--- src/rtl/proc_pkg.sv ---
// rtl/proc_pkg.sv - shared state encoding, opcodes and instruction field slices
package proc_pkg;

   // Timestep encoding; all four codes are used, so no unreachable states exist
   typedef enum logic [1:0] {
      T0 = 2'b00,
      T1 = 2'b01,
      T2 = 2'b10,
      T3 = 2'b11
   } state_t;

   localparam logic [2:0] OP_MV  = 3'b000;
   localparam logic [2:0] OP_MVI = 3'b001;
   localparam logic [2:0] OP_ADD = 3'b010;
   localparam logic [2:0] OP_SUB = 3'b011;

   // Instruction fields III XXX YYY
   localparam int OP_HI = 8;
   localparam int OP_LO = 6;
   localparam int RX_HI = 5;
   localparam int RX_LO = 3;
   localparam int RY_HI = 2;
   localparam int RY_LO = 0;

endpackage

--- src/rtl/dec3to8.sv ---
// rtl/dec3to8.sv - 3-to-8 one-hot decoder, MSB-first output (Y[0] is code 0)
module dec3to8 (
   input  logic [2:0] W,
   input  logic       En,
   output logic [0:7] Y
);

   // One-hot decode of W when enabled, all zero otherwise
   always_comb begin
      Y = '0;
      if (En) begin
         Y[W] = 1'b1;
      end
   end

endmodule

--- src/rtl/control_unit.sv ---
// rtl/control_unit.sv - instruction-sequencing FSM driving bus selects and load enables
module control_unit
   import proc_pkg::*;
#(
   parameter int DATA_W = 16,
   parameter int IR_W   = 9
) (
   input  logic              Clock,
   input  logic              Reset,
   input  logic              Run,
   input  logic [DATA_W-1:0] DIN,
   output logic [IR_W-1:0]   IR,
   output logic [0:7]        Rout,
   output logic              Gout,
   output logic              DINout,
   output logic [0:7]        Rin,
   output logic              Ain,
   output logic              Gin,
   output logic              AddSub,
   output logic              IRin,
   output logic              Done
);

   state_t      state, next_state;
   logic [2:0]  opcode, rx, ry;
   logic [0:7]  rx_oh, ry_oh;

   // Only the top IR_W bits of DIN form an instruction; the rest is immediate-only data
   logic unused_din_low;
   assign unused_din_low = ^DIN[DATA_W-IR_W-1:0];

   assign opcode = IR[OP_HI:OP_LO];
   assign rx     = IR[RX_HI:RX_LO];
   assign ry     = IR[RY_HI:RY_LO];

   dec3to8 u_dec_rx (.W(rx), .En(1'b1), .Y(rx_oh));
   dec3to8 u_dec_ry (.W(ry), .En(1'b1), .Y(ry_oh));

   // State and instruction register; IR only loads on a T0 fetch with Run high
   always_ff @(posedge Clock or posedge Reset) begin
      if (Reset) begin
         state <= T0;
         IR    <= '0;
      end else begin
         state <= next_state;
         if (state == T0 && Run) begin
            IR <= DIN[DATA_W-1 -: IR_W];
         end
      end
   end

   // Next-state and control decode; at most one bus source is ever selected
   always_comb begin
      next_state = state;
      Rout       = '0;
      Gout       = 1'b0;
      DINout     = 1'b0;
      Rin        = '0;
      Ain        = 1'b0;
      Gin        = 1'b0;
      AddSub     = 1'b0;
      IRin       = 1'b0;
      Done       = 1'b0;
      case (state)
         T0: begin
            IRin = Run & ~Reset;
            if (Run) begin
               next_state = T1;
            end
         end
         T1: begin
            case (opcode)
               OP_MV: begin
                  Rout       = ry_oh;
                  Rin        = rx_oh;
                  Done       = 1'b1;
                  next_state = T0;
               end
               OP_MVI: begin
                  DINout     = 1'b1;
                  Rin        = rx_oh;
                  Done       = 1'b1;
                  next_state = T0;
               end
               OP_ADD, OP_SUB: begin
                  Rout       = rx_oh;
                  Ain        = 1'b1;
                  next_state = T2;
               end
               default: begin
                  Done       = 1'b1;
                  next_state = T0;
               end
            endcase
         end
         T2: begin
            Rout       = ry_oh;
            Gin        = 1'b1;
            AddSub     = (opcode == OP_SUB);
            next_state = T3;
         end
         T3: begin
            Gout       = 1'b1;
            Rin        = rx_oh;
            Done       = 1'b1;
            next_state = T0;
         end
         default: begin
            next_state = T0;
         end
      endcase
   end

endmodule

--- config.mk ---
export PLATFORM = sky130hd
export DESIGN_NAME = control_unit
export DESIGN_NICKNAME = d
export VERILOG_FILES = /design/src/rtl/proc_pkg.sv /design/src/rtl/dec3to8.sv /design/src/rtl/control_unit.sv
export SDC_FILE = /design/constraint.sdc
export NUM_CORES = 1
export LEC_CHECK = 0
export CORE_MARGIN = 2
export CORE_UTILIZATION = 25
export CTS_CLUSTER_DIAMETER = 30
export DETAILED_ROUTE_END_ITERATION = 10
export HOLD_SLACK_MARGIN = 0.08
export SYNTH_ARGS = -nofsm -noshare
export SYNTH_HDL_FRONTEND = slang
export SYNTH_SLANG_ARGS = --single-unit
--- constraint.sdc ---
create_clock -name Clock -period 2.5 [get_ports Clock]
set_input_delay 0.75 -clock Clock [delete_from_list [all_inputs] [get_ports Clock]]
set_output_delay 0.75 -clock Clock [all_outputs]
set_load 0.02 [all_outputs]
# After elaboration in Yosys (flattened, before gate mapping)
# Cells that the tools add are included.
# word_totals
wordCells	45
inputBits	19
regBits	11
out_inout_bits	32
# op_classes
order_cmp	4
muxes	21
eq_ne	7
n_bitwise	4
n_reduce_logical	7
# op_table
op	n
8-bit one-hot mux with 2 select lines	3
1-bit 2-to-1 mux	11
4-bit >= comparator, second input constant	2
4-bit by 1-bit less-than comparator with 1-bit output, second input constant	2
8-bit 2-to-1 mux	1
3-bit NOT with 4-bit output	2
2-bit one-hot mux with 4 select lines	1
1-bit demux with 3-bit select	2
3-bit by 2-bit == test with 1-bit output, second input constant	2
2-bit == test, second input constant	2
2-bit 2-to-1 mux	2
2-bit OR reduction	2
3-bit by 1-bit == test with 1-bit output, second input constant	1
1-bit logical AND	3
3-bit zero test	1
2-bit by 1-bit == test with 1-bit output, second input constant	1
2-bit zero test	1
2-bit != test, second input constant	1
1-bit one-hot mux with 2 select lines	1
1-bit AND	1
1-bit NOT	1

# Depth between registers and ports, before layout
# Gate-level depths: netlist (run 1).
# logic_depth
ltp_word	7
depth_mapped	5
mapped_depth_nobuf	5

# Hierarchy
# From an unflattened synthesis (run 1), not the netlist that was laid out.
# unflattened
cells_unflattened	79
area_unflattened_um2	887.1
# modules_own_cells
module	seq_area_each_um2	cells_per_inst	area_each_um2	instances
control_unit	275.3	63	694.4	1
dec3to8	0.0	8	96.3	2

# Least setup slack after synthesis (run 1)
# Ideal clock, no wire load.
# synth_path
path_type	register -> output
from	reg state[0]
to	out Rout[0] (netlist name)
slack_ps	-110
t_required_ps	1750
stages_incl_launch_ff	6
t_arrival_ps	1860
path_buffers	0
cell_sequence	dfrtp_1 -> inv_1 -> ha_1 -> nand2_1 -> or4_4 -> o32ai_1
# synth_between
elab_chain_cells	2
elab_cells_between_ends	3
classes_between	eq/ne (2); mux (1)
# synth_lines
item	line	source
start: declaration	control_unit.sv:24	state_t state, next_state;
start signal: assignment	control_unit.sv:45	state <= next_state;
2-bit == test / 2-bit by 1-bit == test with 1-bit output (equally long branches)	control_unit.sv:64	case (state)
8-bit one-hot mux with 2 select lines *	control_unit.sv:64	
end: declaration	control_unit.sv:13	output logic [0:7] Rout,
# Mark *: on every way between the ends. The rest lies on a longest branch, timed or not.

==> impl_metrics.toml, run 1 <==
[run_status]
run_status = "complete, but fails checks"
violations = "setup timing"

[power_and_ir_drop]
ir_worst_vdd_v = 0.000722
power_w = 0.00178
powerDensity_mw_per_mm2 = 1250
leakagePower_nw = 0.631

[timing]
worstMarginPinSlew_ps = 428
skew_ps = 8.56
finalSetupViolations = 7
maxSlewHeadroom_pct = 71.4
fmax_mhz = 372
maxSlewViolCount = 0
fin_ws_ps = -190
fin_crit_sh_pct = 108
hold_ws_ps = 593
rsz0062_at_grt = "true"
layout_min_cycle_time_ps = 2690
finalHoldViolCount = 0

[finish]
layout_common_cells = "buf_4 (24), clkdlybuf4s50_1 (20), dfrtp_1 (11)"
fillers = 283
syn_to_final_growth_pct = 97.7
final_area_sq_mm = 0.00143
final_nets = 161
multi_input_area_sq_um = 549
seqCellArea_sq_um = 275
drive_gt1_share_pct = 52.6
n_antenna_cell = 0
final_common_cell = "buf_4"

[worst_setup_path]
path_cells = "inv_2 > ha_4 > nand2_2 > or4b_4 > buf_4 > o22ai_4 > buf_6"
crit_path_max_fanout = 4
cp.required_ps = 1750
path_buf_inv = 3
reg2reg_depth = 5
cp-start-kind = "register"
rrSetupSlack_ps = 1160
crit_path_end_kind = "primary output"
r2r-end = "IR[0]$_DFFE_PP0P_"
path_depth = 7
critPathTopFamily = "simple AND/OR/NAND/NOR gates"
slowest_delay_ps = 520
cpMaxStageDelayCell = "or4b_4"
path_class = "reg2out"
worstPathArrival_ps = 1940

[drt]
drt_first_pass_iters = 3
met3_length_microns = 166
num_vias = 817
top_layer_used = "met4"
wirelength_microns = 2300
vias_per_cell = 4.86
drt_iter0_markers = 14
drcViolationCount = 0
avgRoutedWirePerCell_microns = 13.7
met2_length_microns = 1120
final_antenna_net_count = 0
met1_length_microns = 999

[logic_synthesis]
ys_seq_area_share_pct = 38.1
synth_area_per_cell_sq_um = 9.89
netlist_instances = 73
synth.distinct_cells = 25
synth_area_sq_um = 722
yosys_warnings = 0
synth_fp_nets = 96
ys_ff_latch = 11

[grt]
grtUsageTotal_pct = 14.5
grt_pass1_vias = 812
gr-total-overflow = 0
grt_pass1_wl_microns = 3800
grt_max_degree = 12
antenna_found_initial = 0

[hold_path]
hold_class = "reg2reg"
holdPathStages = 1
hold-path-endpoint = "IR[4]$_DFFE_PP0P_"
min_from = "IR[4]$_DFFE_PP0P_"

[die]
fp.dieArea_sq_mm = 0.00333
io-pin-count = 51
core_area_sq_mm = 0.00276
num_rows = 19
die_h_microns = 57.7
die_w_microns = 57.7
start_util_pct = 26.2

[cts]
cts_tree = "done"
cts_buffer_depth = 2
cts_max_level = 1
clock_sinks = 11
numCtsBuffers = 3
root_buffer = "clkbuf_4"
insertion_delay_ps = 260
clkTransAtPathRegs_ps = 70

[placed_design]
dp_hpwl_microns = 1770
place_area_sq_mm = 0.00131
io_buffers = 43
place.gp.congestion = 0.748

[run]
maxCapViolations = 0
==> flip-flops by register name, indices dropped and copies added (netlist names), named ones only <==
| signal | count |
|---|---|
| IR | 9 |
| state | 1 |
==> routing by layer <==
layer	GRT usage, %	up-vias
li1	-	398
met3	3.13	2
met1	19.4	387
met2	23.1	30
met4	4.98	0
met5	0	-
==> power by group <==
part	leakage, nW	switching [W]	internal (W)
clock network	0.0150	0.0000563	0.0000616
registers	0.131	0.000119	0.000267
logic	0.485	0.000616	0.000660
total	0.631	0.000791	0.000989
==> per-stage QoR <==
step	util (%)	setup TNS, ps	cells	worst slack (ps)
5_1_grt	51.8	-1750	168	-286
4_1_cts	50.4	-621	166	-207
6_report	51.8	-706	168	-190
2_1_floorplan	-	0	73	18.2
3_5_place_dp	47.5	-4080	162	-378
3_3_place_gp	47.5	-4280	162	-376
==> area by class of cell <==
cell class / instances / share of cell area, %
clock buffer: 4 / 1.84
inverter: 5 / 1.31
multi-input combinational: 57 / 38.5
sequential: 11 / 19.3
tap: 31 / 2.72
timing repair buffer: 60 / 36.4
==> worst max-delay path by stage <==
stage,slack (ps),startpoint,to
6_report,-190,register,Rout[6]
5_1_grt,-290,register,Rout[2]
4_1_cts,-210,register,Rout[2]
3_3_place_gp,-380,register,Rout[2]
3_5_place_dp,-380,state[0]$_DFFE_PP0P_,Rout[2]
2_1_floorplan,20,state[0]$_DFFE_PP0P_,Rout[2]
==> synthesized netlist by cell type <==
cell	instances	share of area, %
o32ai_1	1	1.2
a31oi_1	1	0.87
and2_1	1	0.87
nor2_1	10	5.2
mux2_2	10	16
nand2b_1	2	1.7
a21oi_1	1	0.69
or3b_2	1	1.2
or2b_1	1	1.0
or4b_4	1	1.9
ha_1	4	6.9
nor3b_1	1	1.0
o22ai_1	6	5.2
nor4b_1	1	1.2
nand3_1	1	0.69
nor3_1	2	1.4
inv_1	5	2.6
dfrtp_1	11	38
or4_4	1	1.6
o21bai_1	2	2.1
a21o_1	1	1.0
nand2_1	4	2.1
nand3b_1	2	2.1
o32ai_2	1	2.3
o21ai_0	2	1.4
==> what timing repair did <==
action	4_1_cts	5_1_grt
setup buffers	0	2
hold buffers	0	0
resized for setup	103	22
pin swaps	4	3
endpoints found under the setup margin	21	19
==> logic make-up after synthesis <==
family / Yosys count / synth area share, %
and+or+nand+nor: 28 / 22.0
AOI/OAI and AO/OA: 15 / 14.7
DFF: 11 / 38.1
muxes: 10 / 15.6
buffers and inverters: 5 / 2.60
adders and majority gates: 4 / 6.93
No activity file was read; power rests on OpenSTA's default activity.
==> run 2, diff against run 1 <==
--- a/config.mk
+++ b/config.mk
@@ -6,10 +6,11 @@
 export NUM_CORES = 1
 export LEC_CHECK = 0
 export CORE_MARGIN = 2
-export CORE_UTILIZATION = 25
+export CORE_UTILIZATION = 30
 export CTS_CLUSTER_DIAMETER = 30
 export DETAILED_ROUTE_END_ITERATION = 10
 export HOLD_SLACK_MARGIN = 0.08
+export PLACE_DENSITY = 0.71
 export SYNTH_ARGS = -nofsm -noshare
 export SYNTH_HDL_FRONTEND = slang
 export SYNTH_SLANG_ARGS = --single-unit
==> impl_metrics.toml, run 2 (same netlist as run 1, synthesis figures left out) <==
[finish]
final_nets = 167
stdcell_count = 171
fillers = 186
final_common_cell = "buf_4"
reg_top3 = "IR x9, state x1"
regMostFlops = "IR"
layout_common_cells = "buf_4 (25), clkdlybuf4s50_1 (20), dfrtp_1 (11), buf_6 (11), mux2_2 (10)"
drive_gt1_share_pct = 53.8
syn_to_final_growth_pct = 106
n_antenna_cell = 0
largest_reg_flops = 9

[grt]
grt_pass1_wl_microns = 3510
antenna_found_initial = 0
grt_max_degree = 12
use_met1_pct = 19.8
busiest_layer = "met2"
grtUsageTotal_pct = 16.7
gr-usage-met3_pct = 2.54
gr-total-overflow = 0
grt_pass1_vias = 830
met2_usage_pct = 31.3

[worst_setup_path]
path_cells = "inv_2 > ha_4 > nand2_2 > or4b_4 > o32ai_2 > buf_4"
cpMaxStageDelayCell = "or4b_4"
path_class = "reg2out"
cp.required_ps = 1750
worstPathArrival_ps = 1970
crit_path_max_fanout = 4
slowest_delay_ps = 520
cp-start-kind = "register"
crit_path_end_kind = "primary output"
critPathTopFamily = "simple AND/OR/NAND/NOR gates"
path_buf_inv = 2

[placed_design]
pre_cts_ws_ps = -400
dp_hpwl_microns = 1750
place.gp.congestion = 0.702
dp.cells = 161
io_buffers = 43

[timing]
finalSetupViolations = 10
layout_min_cycle_time_ps = 2720
fin_ws_ps = -220
finalHoldViolCount = 0
fmax_mhz = 368
worstMarginPinSlew_ps = 404
maxSlewViolCount = 0
skew_ps = 7.07
maxSlewHeadroom_pct = 73.0
fin_tns_setup_ps = -1450
fin_crit_sh_pct = 109
rsz0062_at_grt = "true"

[drt]
drt_iter0_markers = 5
drcViolationCount = 0
avgRoutedWirePerCell_microns = 13.1
drt_first_pass_iters = 4
wirelength_microns = 2250
final_antenna_net_count = 0
vias_per_cell = 4.90
num_vias = 838

[cts]
cts_max_level = 1
cts_tree = "done"
clkTransAtPathRegs_ps = 70
clock_sinks = 11
insertion_delay_ps = 260
cts_buffer_depth = 2
numCtsBuffers = 3
hold_buffers = 0
root_buffer = "clkbuf_4"

[die]
num_rows = 17
io-pin-count = 51
fp.dieArea_sq_mm = 0.00281
die_h_microns = 53.1
start_util_pct = 32.3
core_area_sq_mm = 0.00223
die_w_microns = 53.1

[power_and_ir_drop]
clkPwrFrac_pct = 6.5
switchingPower_w = 0.000790
intPower_w = 0.00102
power_w = 0.00181
leakagePower_nw = 0.669
swShare_pct = 43.6
pwr-share-comb_pct = 72.5
ir_worst_vdd_v = 0.000765
powerDensity_mw_per_mm2 = 1220
seqPwrFrac_pct = 21.0

[run_status]
violations = "setup timing"
run_status = "complete, but fails checks"

[run]
maxCapViolations = 0

[hold_path]
hold_class = "reg2reg"
## run 2: final cells by class
cell class	count	area, sq um	area share (%)
Sequential cell	11	275	18.5
Timing Repair Buffer	66	584	39.3
Inverter	5	18.8	1.26
Clock buffer	4	26.3	1.77
Tap cell	28	35.0	2.36
Multi-Input combinational cell	57	547	36.8
## run 2: through the flow
stage | hold WS [ps] | util, % | cell area, sq um
2_1_floorplan | 534 | - | 729
3_3_place_gp | 552 | 59.2 | 1320
3_5_place_dp | 560 | 59.2 | 1320
4_1_cts | 581 | 61.9 | 1380
5_1_grt | 606 | 66.6 | 1490
6_report | 586 | 66.6 | 1490
## run 2: final timing paths
check | cells after the start | start | slack, ps | end
min in group asynchronous | 2 | Reset | 810 | asynchronous set/reset pin
hold reg to reg | 1 | IR[1]$_DFFE_PP0P_ | 590 | IR[1]$_DFFE_PP0P_
max in group asynchronous | 2 | Reset | 1390 | IR[3]$_DFFE_PP0P_
setup / recovery | 6 | register | -220 | Rout[2]
hold / removal | 1 | IR[1]$_DFFE_PP0P_ | 590 | IR[1]$_DFFE_PP0P_
setup reg to reg | 5 | register | 1150 | IR[3]$_DFFE_PP0P_
## run 2: power groups by stage
stage	Combinational [W]	Sequential [W]	Clock, W
floorplan	0.000465	0.000469	0
global placement	0.00113	0.000369	0
detailed placement	0.00114	0.000370	0
CTS	0.00122	0.000374	0.000119
global route	0.00140	0.000401	0.000125
finish	0.00131	0.000381	0.000117
## run 2: worst reg2reg max path, cell delays in order (launching register included)
cell	delay, ps
dfrtp_1	370
inv_2	70
ha_4	170
nand2_1	90
buf_4	190
mux2_2	340
## run 2: routing by layer
layer  vias up  wire (microns)
met5         -               0
met1       401             979
met4         0               0
met3         0             110
li1        409               -
met2        28            1160
## run 2: timing repair
action                     CTS  global route
pin swaps                    1             4
resized for setup          104            23
setup endpoints to repair   21            19
setup buffers                3             3
